[src/rtl/gardner_ted_loop.sv]
// Gardner timing-error detector on a 2-samples/symbol stream, with optional PI loop filter.
// Optional feature macro: GARDNER_LOOP_FILTER_EN (PI filter driving ctrl_valid/ctrl_out).
module gardner_ted_loop #(
  parameter int ERR_SHIFT = 15,
  parameter int KP_SHIFT  = 2,
  parameter int KI_SHIFT  = 6
) (
  input  logic               clk,
  input  logic               reset,
  input  logic               in_valid,
  input  logic signed [15:0] in_data,
  input  logic               sync_clr,
  output logic               sym_valid,
  output logic signed [15:0] sym_out,
  output logic               err_valid,
  output logic signed [15:0] err_out,
  output logic               ctrl_valid,
  output logic signed [15:0] ctrl_out
);

  function automatic logic signed [15:0] sat16_33(input logic signed [32:0] x);
    if (x > 33'sd32767)       return 16'sh7fff;
    else if (x < -33'sd32768) return 16'sh8000;
    else                      return x[15:0];
  endfunction

  function automatic logic signed [15:0] sat16_18(input logic signed [17:0] x);
    if (x > 18'sd32767)       return 16'sh7fff;
    else if (x < -18'sd32768) return 16'sh8000;
    else                      return x[15:0];
  endfunction

  logic               r_ph;
  logic signed [15:0] r_mid;
  logic signed [15:0] r_prev_sym;
  logic               r_vld_p1;
  logic signed [15:0] r_sym_p1;
  logic signed [15:0] r_err_p1;

  logic signed [16:0] w_diff_p0;
  logic signed [32:0] w_mid_ext_p0;
  logic signed [32:0] w_diff_ext_p0;
  logic signed [32:0] w_prod_p0;
  logic signed [32:0] w_shift_p0;
  logic signed [15:0] w_err_p0;
  logic               w_sym_take_p0;

  // Stage p0: error term for the incoming symbol sample
  assign w_diff_p0     = $signed({r_prev_sym[15], r_prev_sym}) - $signed({in_data[15], in_data});
  assign w_mid_ext_p0  = $signed({{17{r_mid[15]}}, r_mid});
  assign w_diff_ext_p0 = $signed({{16{w_diff_p0[16]}}, w_diff_p0});
  assign w_prod_p0     = w_mid_ext_p0 * w_diff_ext_p0;
  assign w_shift_p0    = w_prod_p0 >>> ERR_SHIFT;
  assign w_err_p0      = sat16_33(w_shift_p0);
  // sync_clr on an accepted sample forces it to be taken as a mid-sample
  assign w_sym_take_p0 = in_valid && r_ph && !sync_clr;

  always_ff @(posedge clk) begin
    if (reset) begin
      r_ph       <= 1'b0;
      r_mid      <= '0;
      r_prev_sym <= '0;
      r_vld_p1   <= 1'b0;
      r_sym_p1   <= '0;
      r_err_p1   <= '0;
    end else begin
      r_vld_p1 <= 1'b0;
      if (in_valid) begin
        if (w_sym_take_p0) begin
          r_err_p1   <= w_err_p0;
          r_sym_p1   <= in_data;
          r_vld_p1   <= 1'b1;
          r_prev_sym <= in_data;
          r_ph       <= 1'b0;
        end else begin
          r_mid <= in_data;
          r_ph  <= 1'b1;
        end
      end else if (sync_clr) begin
        r_ph <= 1'b0;
      end
    end
  end

  // Stage p1: registered TED outputs
  assign sym_valid = r_vld_p1;
  assign err_valid = r_vld_p1;
  assign sym_out   = r_sym_p1;
  assign err_out   = r_err_p1;

`ifdef GARDNER_LOOP_FILTER_EN
  logic signed [15:0] r_integ;
  logic               r_vld_p2;
  logic signed [15:0] r_ctrl_p2;

  logic signed [17:0] w_err_ext_p1;
  logic signed [17:0] w_integ_sum_p1;
  logic signed [15:0] w_integ_next_p1;
  logic signed [17:0] w_ctrl_sum_p1;

  assign w_err_ext_p1    = $signed({{2{r_err_p1[15]}}, r_err_p1});
  assign w_integ_sum_p1  = $signed({{2{r_integ[15]}}, r_integ}) + (w_err_ext_p1 >>> KI_SHIFT);
  assign w_integ_next_p1 = sat16_18(w_integ_sum_p1);
  // Proportional path adds to the already-updated integrator
  assign w_ctrl_sum_p1   = (w_err_ext_p1 >>> KP_SHIFT)
                         + $signed({{2{w_integ_next_p1[15]}}, w_integ_next_p1});

  always_ff @(posedge clk) begin
    if (reset) begin
      r_integ   <= '0;
      r_vld_p2  <= 1'b0;
      r_ctrl_p2 <= '0;
    end else begin
      r_vld_p2 <= r_vld_p1;
      if (r_vld_p1) begin
        r_integ   <= w_integ_next_p1;
        r_ctrl_p2 <= sat16_18(w_ctrl_sum_p1);
      end
    end
  end

  // Stage p2: loop-filter output
  assign ctrl_valid = r_vld_p2;
  assign ctrl_out   = r_ctrl_p2;
`else
  assign ctrl_valid = 1'b0;
  assign ctrl_out   = '0;
`endif

endmodule

[config.mk]
export PLATFORM = sky130hd
export DESIGN_NAME = gardner_ted_loop
export DESIGN_NICKNAME = d
export VERILOG_FILES = /design/src/rtl/gardner_ted_loop.sv
export SDC_FILE = /design/constraint.sdc
export NUM_CORES = 1
export LEC_CHECK = 0
export CAP_MARGIN = 20
export CORE_MARGIN = 1.5
export CORE_UTILIZATION = 63
export CTS_BUF_LIST = sky130_fd_sc_hd__clkbuf_16
export DETAILED_ROUTE_END_ITERATION = 7
export PLACE_DENSITY = 0.92
export SETUP_SLACK_MARGIN = 0.3
export SLEW_MARGIN = 20
export SYNTH_ARGS = -nofsm -noshare
export SYNTH_HDL_FRONTEND = slang
export SYNTH_SLANG_ARGS = --single-unit
[constraint.sdc]
create_clock -name clk -period 10.8 [get_ports clk]
set_clock_uncertainty 0.05 [all_clocks]
set_input_delay 1.08 -clock clk [delete_from_list [all_inputs] [get_ports clk]]
set_output_delay 1.08 -clock clk [all_outputs]
set_load 0.01 [all_outputs]
# After elaboration in Yosys (flattened, before gate mapping)
# Index checks and enable logic that the tools add are counted.
# Widths: inputs -> output; s select.
[op_classes] order_cmp=2 div_mod_pow=0 muxes=6 bitwise=2 mul=1 n_addsub=1 shifts=0 eq_ne=0 reduce_logical=7
[op_table] operator="$mul 16x17->33" n=1
[op_table] operator="$mux 16" n=2
[op_table] operator="$gt 18x16->1 const B" n=1
[op_table] operator="$lt 18x16->1 const B" n=1
[op_table] operator="$sub 16x16->17" n=1
[op_table] operator="$mux 1" n=4
[op_table] operator="$reduce_and 2->1" n=2
[op_table] operator="$logic_and 1x1->1" n=2
[op_table] operator="$not 1->1" n=2
[op_table] operator="$reduce_bool 2->1" n=1
[op_table] operator="$reduce_or 2->1" n=1
[op_table] operator="$logic_not 1->1" n=1
[word_totals] wordCells=24 memories=0 romBits=0 ramBits=0 latch_bits=0 register_bits=50

# Longest topological paths before layout
[logic_depth] depth_word=5 depth_mapped=37 depth_no_buf=35

# Least setup slack after synthesis
# Ideal clock, no wire load.
[synth_path] path_type="in2reg" from="input in_data[0]" to="register r_err_p1[1] (netlist: err_out[1])" setup_time_ps=140 path_slack_ps=2068 cell_stages=35 arrival_time_ps=8542 cell_sequence="ha_1 -> fa_1 -> nor2b_1 -> o21ai_1 -> a21boi_0 -> o21ai_1 -> a21oi_1 -> o2111ai_1 -> nand3_1 -> nand3_1 -> a31o_2 -> clkbuf_1 -> nand2_1 -> fa_1 -> fa_1 -> inv_1 -> fa_1 -> fa_1 -> fa_1 -> inv_1 -> fa_1 -> inv_1 -> ha_1 -> buf_2 -> a21oi_1 -> o21ai_1 -> a31oi_1 -> o211ai_1 -> a211oi_2 -> nor3_2 -> xnor2_1 -> nand3_1 -> nand2_2 -> buf_6 -> a211oi_2"
[synth_via] elab_chain_len=5 word_cells_on_any_way=6 cone_classes="1 x add/sub; 1 x mul; 2 x order compare; 2 x mux"
[synth_rtl] element="start, declared" line_no="11" source="input logic signed [15:0] in_data,"
[synth_rtl] element="$sub 16x16->17 *" line_no="49" source="assign w_diff_p0 = $signed({r_prev_sym[15], r_prev_sym}) - $signed({in_data[15], in_data});"
[synth_rtl] element="$mul 16x17->33 *" line_no="52" source="assign w_prod_p0 = w_mid_ext_p0 * w_diff_ext_p0;"
[synth_rtl] element="$lt 18x16->1" line_no="23" source="else if (x < -33'sd32768) return 16'sh8000;"
[synth_rtl] element="$mux 16" line_no="23"
[synth_rtl] element="$mux 16 *" line_no="22" source="if (x > 33'sd32767) return 16'sh7fff;"
[synth_rtl] element="end signal, assigned" line_no="70" source="r_err_p1 <= w_err_p0;"
[synth_rtl] element="end, declared" line_no="38" source="logic signed [15:0] r_err_p1;"
# Every way passes the cells marked *; elsewhere a longest branch is shown, timed or not.
# A chain may end at the register's enable or synchronous reset.

# Worst setup path after layout
[layout_path] from="input in_data[1]" to="register r_err_p1[3] (netlist: err_out[3])"
# The elaborated chain is that of the path after synthesis.

==> tab_implementation.tex <==
\begin{tabular}{lr}
\hline
Metric & Value \\
\hline
\multicolumn{2}{l}{\textbf{Outcome}} \\
Result of the run & complete, no violations \\
\multicolumn{2}{l}{\textbf{Logic synthesis}} \\
Post-Synthesis Cell Area & 0.01298 mm² \\
Synth Instances & approximately 1500 \\
Most common flop cell mapped by yosys & sky130\_fd\_sc\_hd\_\_dfxtp\_1 \\
Synth warnings & 0 \\
Share of flip-flops with an asynchronous set or reset after synthesis & 0\% \\
Distinct cell type count of the synthesized netlist & 60 \\
Post-synth top area share & 42.57\% \\
Cells taking the most area after synthesis & sky130\_fd\_sc\_hd\_\_fa\_1, sky130\_fd\_sc\_hd\_\_inv\_1, sky130\_fd\_sc\_hd\_\_ha\_1 \\
Dominant cell type by area after synthesis & sky130\_fd\_sc\_hd\_\_fa\_1 \\
Part of the Yosys area used for sequential elements & 7.712\% \\
Number of synthesized register bits & 50 \\
Mean area per synthesized cell & 8.770 µm² \\
EDFF count, synth & 0 \\
\multicolumn{2}{l}{\textbf{Worst setup path}} \\
Kind of end point of the critical path & flip-flop \\
R2r worst-path depth & 33 \\
Worst R2R Start & sym\_out[0] \\
Crit path kind & in2reg \\
Maximum fanout encountered on the critical timing path & 15 \\
Cell type with the highest occurrence count on the critical path & sky130\_fd\_sc\_hd\_\_fa\_1 \\
Critical path's largest stage delay & 0.71 ns \\
Kind of launch point of the worst setup path & input pin \\
Worst path arrival time & around 10 ns \\
Setup slack of the most critical reg-to-reg path & 1.59 ns \\
Cell at the slowest stage of the critical path & sky130\_fd\_sc\_hd\_\_xnor2\_1 \\
Worst Path Required & between 10 and 15 ns \\
Capture point of the worst reg-to-reg path & err\_out[3] \\
\multicolumn{2}{l}{\textbf{Timing}} \\
RSZ-0062 raised after global routing & false \\
Slew at the pin closest to its max-slew limit & 1.120 ns \\
Maximum achievable frequency & 0.09937 GHz \\
Final period utilization & 93.18\% \\
Pins Over Slew Limit & 0 \\
Setup total negative slack & 0 ns \\
Worst rel slew slack & 25.34\% \\
Finish-stage setup viols & 0 \\
Final hold vios & 0 \\
Minimum period implied by the final worst setup slack & slightly above 10 ns \\
\multicolumn{2}{l}{\textbf{Clocking}} \\
H-tree depth & 2 \\
Later-pin clock latency in the skew report & a little over 0.3 ns \\
CTS Hold Buffers Added & 0 \\
CTS tree & built \\
Total clock buffers created by CTS & 5 \\
Clock Sinks & 50 \\
Root buffer cell & sky130\_fd\_sc\_hd\_\_clkbuf\_16 \\
Clock edge transition at the registers on the reported setup and hold paths & $\sim$0.08 ns \\
Largest buffer count on any clock path & 2 \\
\multicolumn{2}{l}{\textbf{Floorplanning}} \\
IO Pins & 71 \\
DIE AREA & 0.02147 mm² \\
Starting Density & 64.15\% \\
Area of the core & 0.02023 mm² \\
Row count & 52 \\
Die Width & between 100 and 150 µm \\
Height of the chip & 146.5 µm \\
\multicolumn{2}{l}{\textbf{Final layout}} \\
Non-filler instance count after layout & around 1800 \\
Fraction of layout instances using a drive strength above 1 & 4.485\% \\
Most used cells in the layout excluding fill and tap cells & sky130\_fd\_sc\_hd\_\_inv\_1, sky130\_fd\_sc\_hd\_\_fa\_1, sky130\_fd\_sc\_hd\_\_nand2\_1, sky130\_fd\_sc\_hd\_\_and2\_1, sky130\_fd\_sc\_hd\_\_ha\_1 \\
Leading cell type in the layout, fill and taps excluded & sky130\_fd\_sc\_hd\_\_inv\_1 \\
Area Overhead vs Synth & 6.430\% \\
Fin nets & 1886 \\
Diodes inserted & 0 \\
\multicolumn{2}{l}{\textbf{Worst hold path}} \\
Type of the worst min-delay path & reg2reg \\
Hold Path End & sym\_out[7] \\
Hold Path Cell Cnt & 2 \\
Hold\_sp & sym\_out[7] \\
\multicolumn{2}{l}{\textbf{Drt}} \\
Total length of routed met3 wires & 2545 µm \\
\# DRC & 0 \\
Detailed-routing iteration count for the pre-antenna-repair pass & 6 \\
Met2 wire length & 16920 µm \\
Count of routing violations after the opening detailed-route iteration & 1044 \\
Remaining antenna violation count & 0 \\
Wire length on met1 & 11350 µm \\
Routed length per instance & $\sim$19 µm \\
Overall routed net length & 32780 µm \\
Via density per instance & 5.790 \\
Top routing layer used & met4 \\
Total vias in the final route & 10210 \\
\multicolumn{2}{l}{\textbf{Global routing}} \\
Vias in the first global route & 11360 \\
Pin count of the biggest net entering global routing & 52 \\
First-pass GRT wire length & 54740 µm \\
Total overflow reported by the global router & 0 \\
Initial antenna violation count & 0 \\
Total GRT Usage & 32.11\% \\
\multicolumn{2}{l}{\textbf{Placed design}} \\
Detailed Place HPWL & roughly 26000 µm \\
RD Place Congestion & 0.9204 \\
Port Buffers & 53 \\
Number of placed instances with taps included & 1754 \\
\multicolumn{2}{l}{\textbf{Power}} \\
Max rail drop VDD & 0.1589 mV \\
Leakage dissipation & 0.007011 µW \\
Pwr Density & 181.0 mW/mm² \\
\multicolumn{2}{l}{\textbf{Flow run}} \\
Number of max-cap violations & 0 \\
\hline
\end{tabular}
-- final cells by class --
type / instances / area (µm²)
flip-flops and latches: 50 / 1001
multi-input cells: 1027 / 10390
repair buffers: 69 / 658.1
fillers: 1414 / 6420
clock inverters: 3 / 26.28
inverters: 340 / 1276
well taps: 270 / 337.8
clock buffers: 5 / 125.1
-- Yosys cell counts, drive strengths merged (23+ instances only) --
| cell | n |
|---|---|
| nand2 | 230 |
| dfxtp | 50 |
| inv | 340 |
| xnor2 | 30 |
| a21oi | 58 |
| nor2b | 23 |
| and2 | 107 |
| fa | 276 |
| ha | 97 |
| clkbuf | 51 |
| nor2 | 52 |
| buf | 28 |
-- through the flow --
| step | area, µm² | util (%) | hold slack (ns) | power [µW] | setup slack (ns) |
|---|---|---|---|---|---|
| floorplan | 13040 | - | 0.4305 | 1759 | 2.068 |
| global placement | 13630 | 67.34 | 0.4189 | 2103 | 0.9430 |
| detailed placement | 13630 | 67.34 | 0.4182 | 2200 | 0.6297 |
| CTS | 13780 | 68.09 | 0.4291 | 2403 | 0.7771 |
| global route | 13810 | 68.27 | 0.4547 | 2721 | 0.3439 |
| finish | 13810 | 68.27 | 0.4318 | 2500 | 0.7363 |
-- metal layers --
metal  up-vias  global-route usage [%]
met5         -                       0
met4         0                   16.52
met3       159                   3.188
met2       580                   57.42
met1      5099                   38.51
li1       4375                       -
-- critical path, delay by kind of cell --
family | cells | cell delay (ns)
compound gates | 13 | 2.45
xor+xnor | 2 | 1.00
fa+ha+maj | 8 | 3.74
buf+inv | 6 | 1.09
simple gates | 5 | 0.77
-- power by group --
group	total (µW)	switching, µW	internal, µW
Clock	177	88.2	88.5
Sequential	227	32.0	196
Combinational	2100	1260	839
Total	2500	1380	1120
-- state kept, by name, summed over array words and instances (netlist names) --
name / flops
err_out: 16
err_valid: 1
r_mid: 16
r_ph: 1
sym_out: 16
-- repair_timing --
| action | CTS | global route |
|---|---|---|
| resized for setup | 0 | 1 |
| endpoints found under the setup margin | 0 | 15 |
| buffers inserted | 0 | 2 |
-- cell families (layout without fill, tap and decap cells) --
logic type	Yosys count	after routing	share of synthesized area, %
other	1	17	0.02889
AOI/OAI and AO/OA	137	137	7.731
xor gates and xnor gates	40	40	2.815
buffers and inverters	419	417	12.85
adders and majority gates	373	373	51.92
and+or+nand+nor	459	459	16.86
muxes	1	1	0.08675
DFF	50	50	7.712
-- worst max-delay path by stage --
stage	startpoint	endpoint	slack (ns)	cells after the start
2_1_floorplan	in_data[0]	err_out[1]	2.07	35
3_3_place_gp	in_data[0]	err_out[4]	0.94	33
3_5_place_dp	in_data[2]	err_out[3]	0.63	33
4_1_cts	in_data[2]	err_out[3]	0.78	33
5_1_grt	in_data[0]	err_out[3]	0.34	33
6_report	in_data[1]	err_out[3]	0.74	34
Note: power is estimated with default switching activity, not from simulation.
==> RTL change, RTL diff (same flow settings) <==
The option `GARDNER_LOOP_FILTER_EN` is turned on by a define.
--- a/src/rtl/gardner_ted_loop.sv
+++ b/src/rtl/gardner_ted_loop.sv
@@ -1,4 +1,6 @@
 // Gardner timing-error detector on a 2-samples/symbol stream, with optional PI loop filter.
 // Optional feature macro: GARDNER_LOOP_FILTER_EN (PI filter driving ctrl_valid/ctrl_out).
+`define GARDNER_LOOP_FILTER_EN
+
 module gardner_ted_loop #(
   parameter int ERR_SHIFT = 15,
Formal check against the unedited RTL: not equivalent (Yosys sat finds a counterexample within 4 cycles, from zero or initial values and one cycle with reset high).
==> RTL change against the unedited design <==
  * Routed wire length grew 21%
  * Synthesized area is 19% higher
  * Sequential cell count up 33
  * Power up 9.7%
  * Setup slack better by 0.12 ns
  * Fmax grew 1.2%
  * Count of clock-buffer cells in the layout grew 4
  * Cell area increased by 21%
  * Critical path type unchanged
  * Highest routed layer unchanged
==> RTL change: results (changes against the unedited design) <==
* Status: completed (unchanged)
* Vias/cell at 5.823 (was 5.790)
* Yosys Warn Count at 0 (unchanged)
* Pin count of the biggest net entering global routing at 71 (was 52)
* Final net count at 2,259 (was 1,886)
* Total CTS buffers at 9 (was 5)
* Fill count at 1,665 (was 1,414)
* Netlist cell types at 72 (was 60)
* Overall Global Routing Usage at 32.28% (was 32.11%)
* Critical path data arrival time at 10.15 ns (about the same)
* Syn_nets at 2,224
* CP max FO at 22 (was 15)
* Slowest-stage cell, CP: fa_1 (was xnor2_1)
* EDFF count, synth at 0 (unchanged)
* Clk root buf: clkbuf_16 (unchanged)
* Hold path depth at 1 (was 2)
* N_diodes at 0 (unchanged)
* CTS Buffer Depth at 2 (unchanged)
* Placer Congestion at 0.9258 (was 0.9204)
* Most frequent cells after synthesis: 356 x inv_1, 278 x fa_1, 238 x nand2_1 (was 340 x inv_1, 276 x fa_1, 220 x nand2_1)
* Clk_lat worst skew at 0.36 ns (was 0.31 ns)
* Reg clk slew, reported paths at 0.07 ns
* Max incr delay on CP at 0.73 ns (was 0.71 ns)
* Detailed Place HPWL at 30.93 mm (was 26.16 mm)
* Leak pwr at 8.177 nW (was 7.011 nW)
* Rel. slew slack at 30.50% (was 25.34%)
* Initial DRC Count at 965 (was 1,044)
* Buffers added on ports at 70 (was 53)
* Seq/Total Area, Yosys at 10.77% (was 7.712%)
* Router iterations before antenna repair at 5 (was 6)
* Top FF cell, synth: dfxtp_1 (unchanged)
* CTS HTree Levels at 3 (was 2)
* Share of cells above drive strength 1 at 4.083% (was 4.485%)
* Global-route wire length before repair at 65.56 mm (was 54.74 mm)
* Routed WL per cell at 18.29 µm (was 18.58 µm)
* Area contributors post-synth: fa_1 36%, dfxtp_1 11%, ha_1 10%, inv_1 8.7%, nand2_1 5.8% (was fa_1 43%, inv_1 9.8%, ha_1 9.4%, dfxtp_1 7.7%, nand2_1 6.4%)
* CP top delay family: adder cells (unchanged)
* Number of global-route vias before repair at 13,428 (was 11,358)
* Synth area leader: fa_1 (unchanged)
* Hold WC Path Type: reg2reg (unchanged)
* Post-CTS Hold Buffers at 0 (unchanged)
* R2R depth at 32 (was 33)
* Max VDD drop at 192.3 µV (was 158.9 µV)
* Asr flop ratio synth at 0% (unchanged)
## RTL change: timing repair
item	4_1_cts	5_1_grt
setup buffers	0	3
resized for setup	0	6
setup endpoints to repair	0	16
## RTL change: logic make-up (layout without fill, tap and decap cells)
| group | Yosys count | in the layout | synth area share, % |
|---|---|---|---|
| xor+xnor | 56 | 56 | 3.179 |
| compound gates | 234 | 234 | 10.35 |
| flops | 83 | 83 | 10.77 |
| mux | 3 | 3 | 0.2027 |
| buf+inv | 427 | 467 | 10.57 |
| fa+ha+maj | 416 | 416 | 47.11 |
| simple gates | 578 | 578 | 17.82 |
## RTL change: power by group
group	switching, mW	internal [mW]
Combinational	1.27	0.810
Sequential	0.0318	0.318
Clock	0.131	0.176
Total	1.44	1.30
## RTL change: area by class of cell
class | instances | area [µm²] | area share, %
flip-flops and latches | 83 | 1662 | 9.915
inverters | 356 | 1340 | 7.996
clock buffers | 9 | 225.2 | 1.344
repair buffers | 95 | 895.9 | 5.346
clock inverters | 7 | 60.06 | 0.3584
well taps | 324 | 405.4 | 2.419
multi-input cells | 1287 | 12170 | 72.62
## RTL change: path summary, 6_finish.rpt
| check | from | to | slack (ns) |
|---|---|---|---|
| max reg2reg | sym_out[0] | err_out[3] | 1.67 |
| min | r_integ[14] | r_integ[14] | 0.42 |
| min reg2reg | r_integ[14] | r_integ[14] | 0.42 |
| max | in_data[0] | err_out[3] | 0.86 |
## RTL change: per-stage QoR
| step | cell area [µm²] | worst slack (ns) | util (%) | hold WS [ns] | instances |
|---|---|---|---|---|---|
| after floorplan | 15430 | 1.515 | - | 0.3791 | 1797 |
| after global placement | 16400 | 0.5355 | 67.85 | 0.3928 | 2142 |
| after detailed placement | 16400 | 0.1631 | 67.85 | 0.3992 | 2142 |
| after CTS | 16690 | 0.5296 | 69.03 | 0.4150 | 2158 |
| after global routing | 16760 | 0.2861 | 69.32 | 0.4393 | 2161 |
| final | 16760 | 0.8575 | 69.32 | 0.4158 | 2161 |
## RTL change: routing by layer
layer | share of wire (%) | vias to the layer above | track usage, %
met5 | 0 | - | 0
met4 | 5.0 | 0 | 16.17
met3 | 8.3 | 174 | 5.939
met2 | 50 | 667 | 55.92
met1 | 36 | 6108 | 38.65
li1 | - | 5635 | -
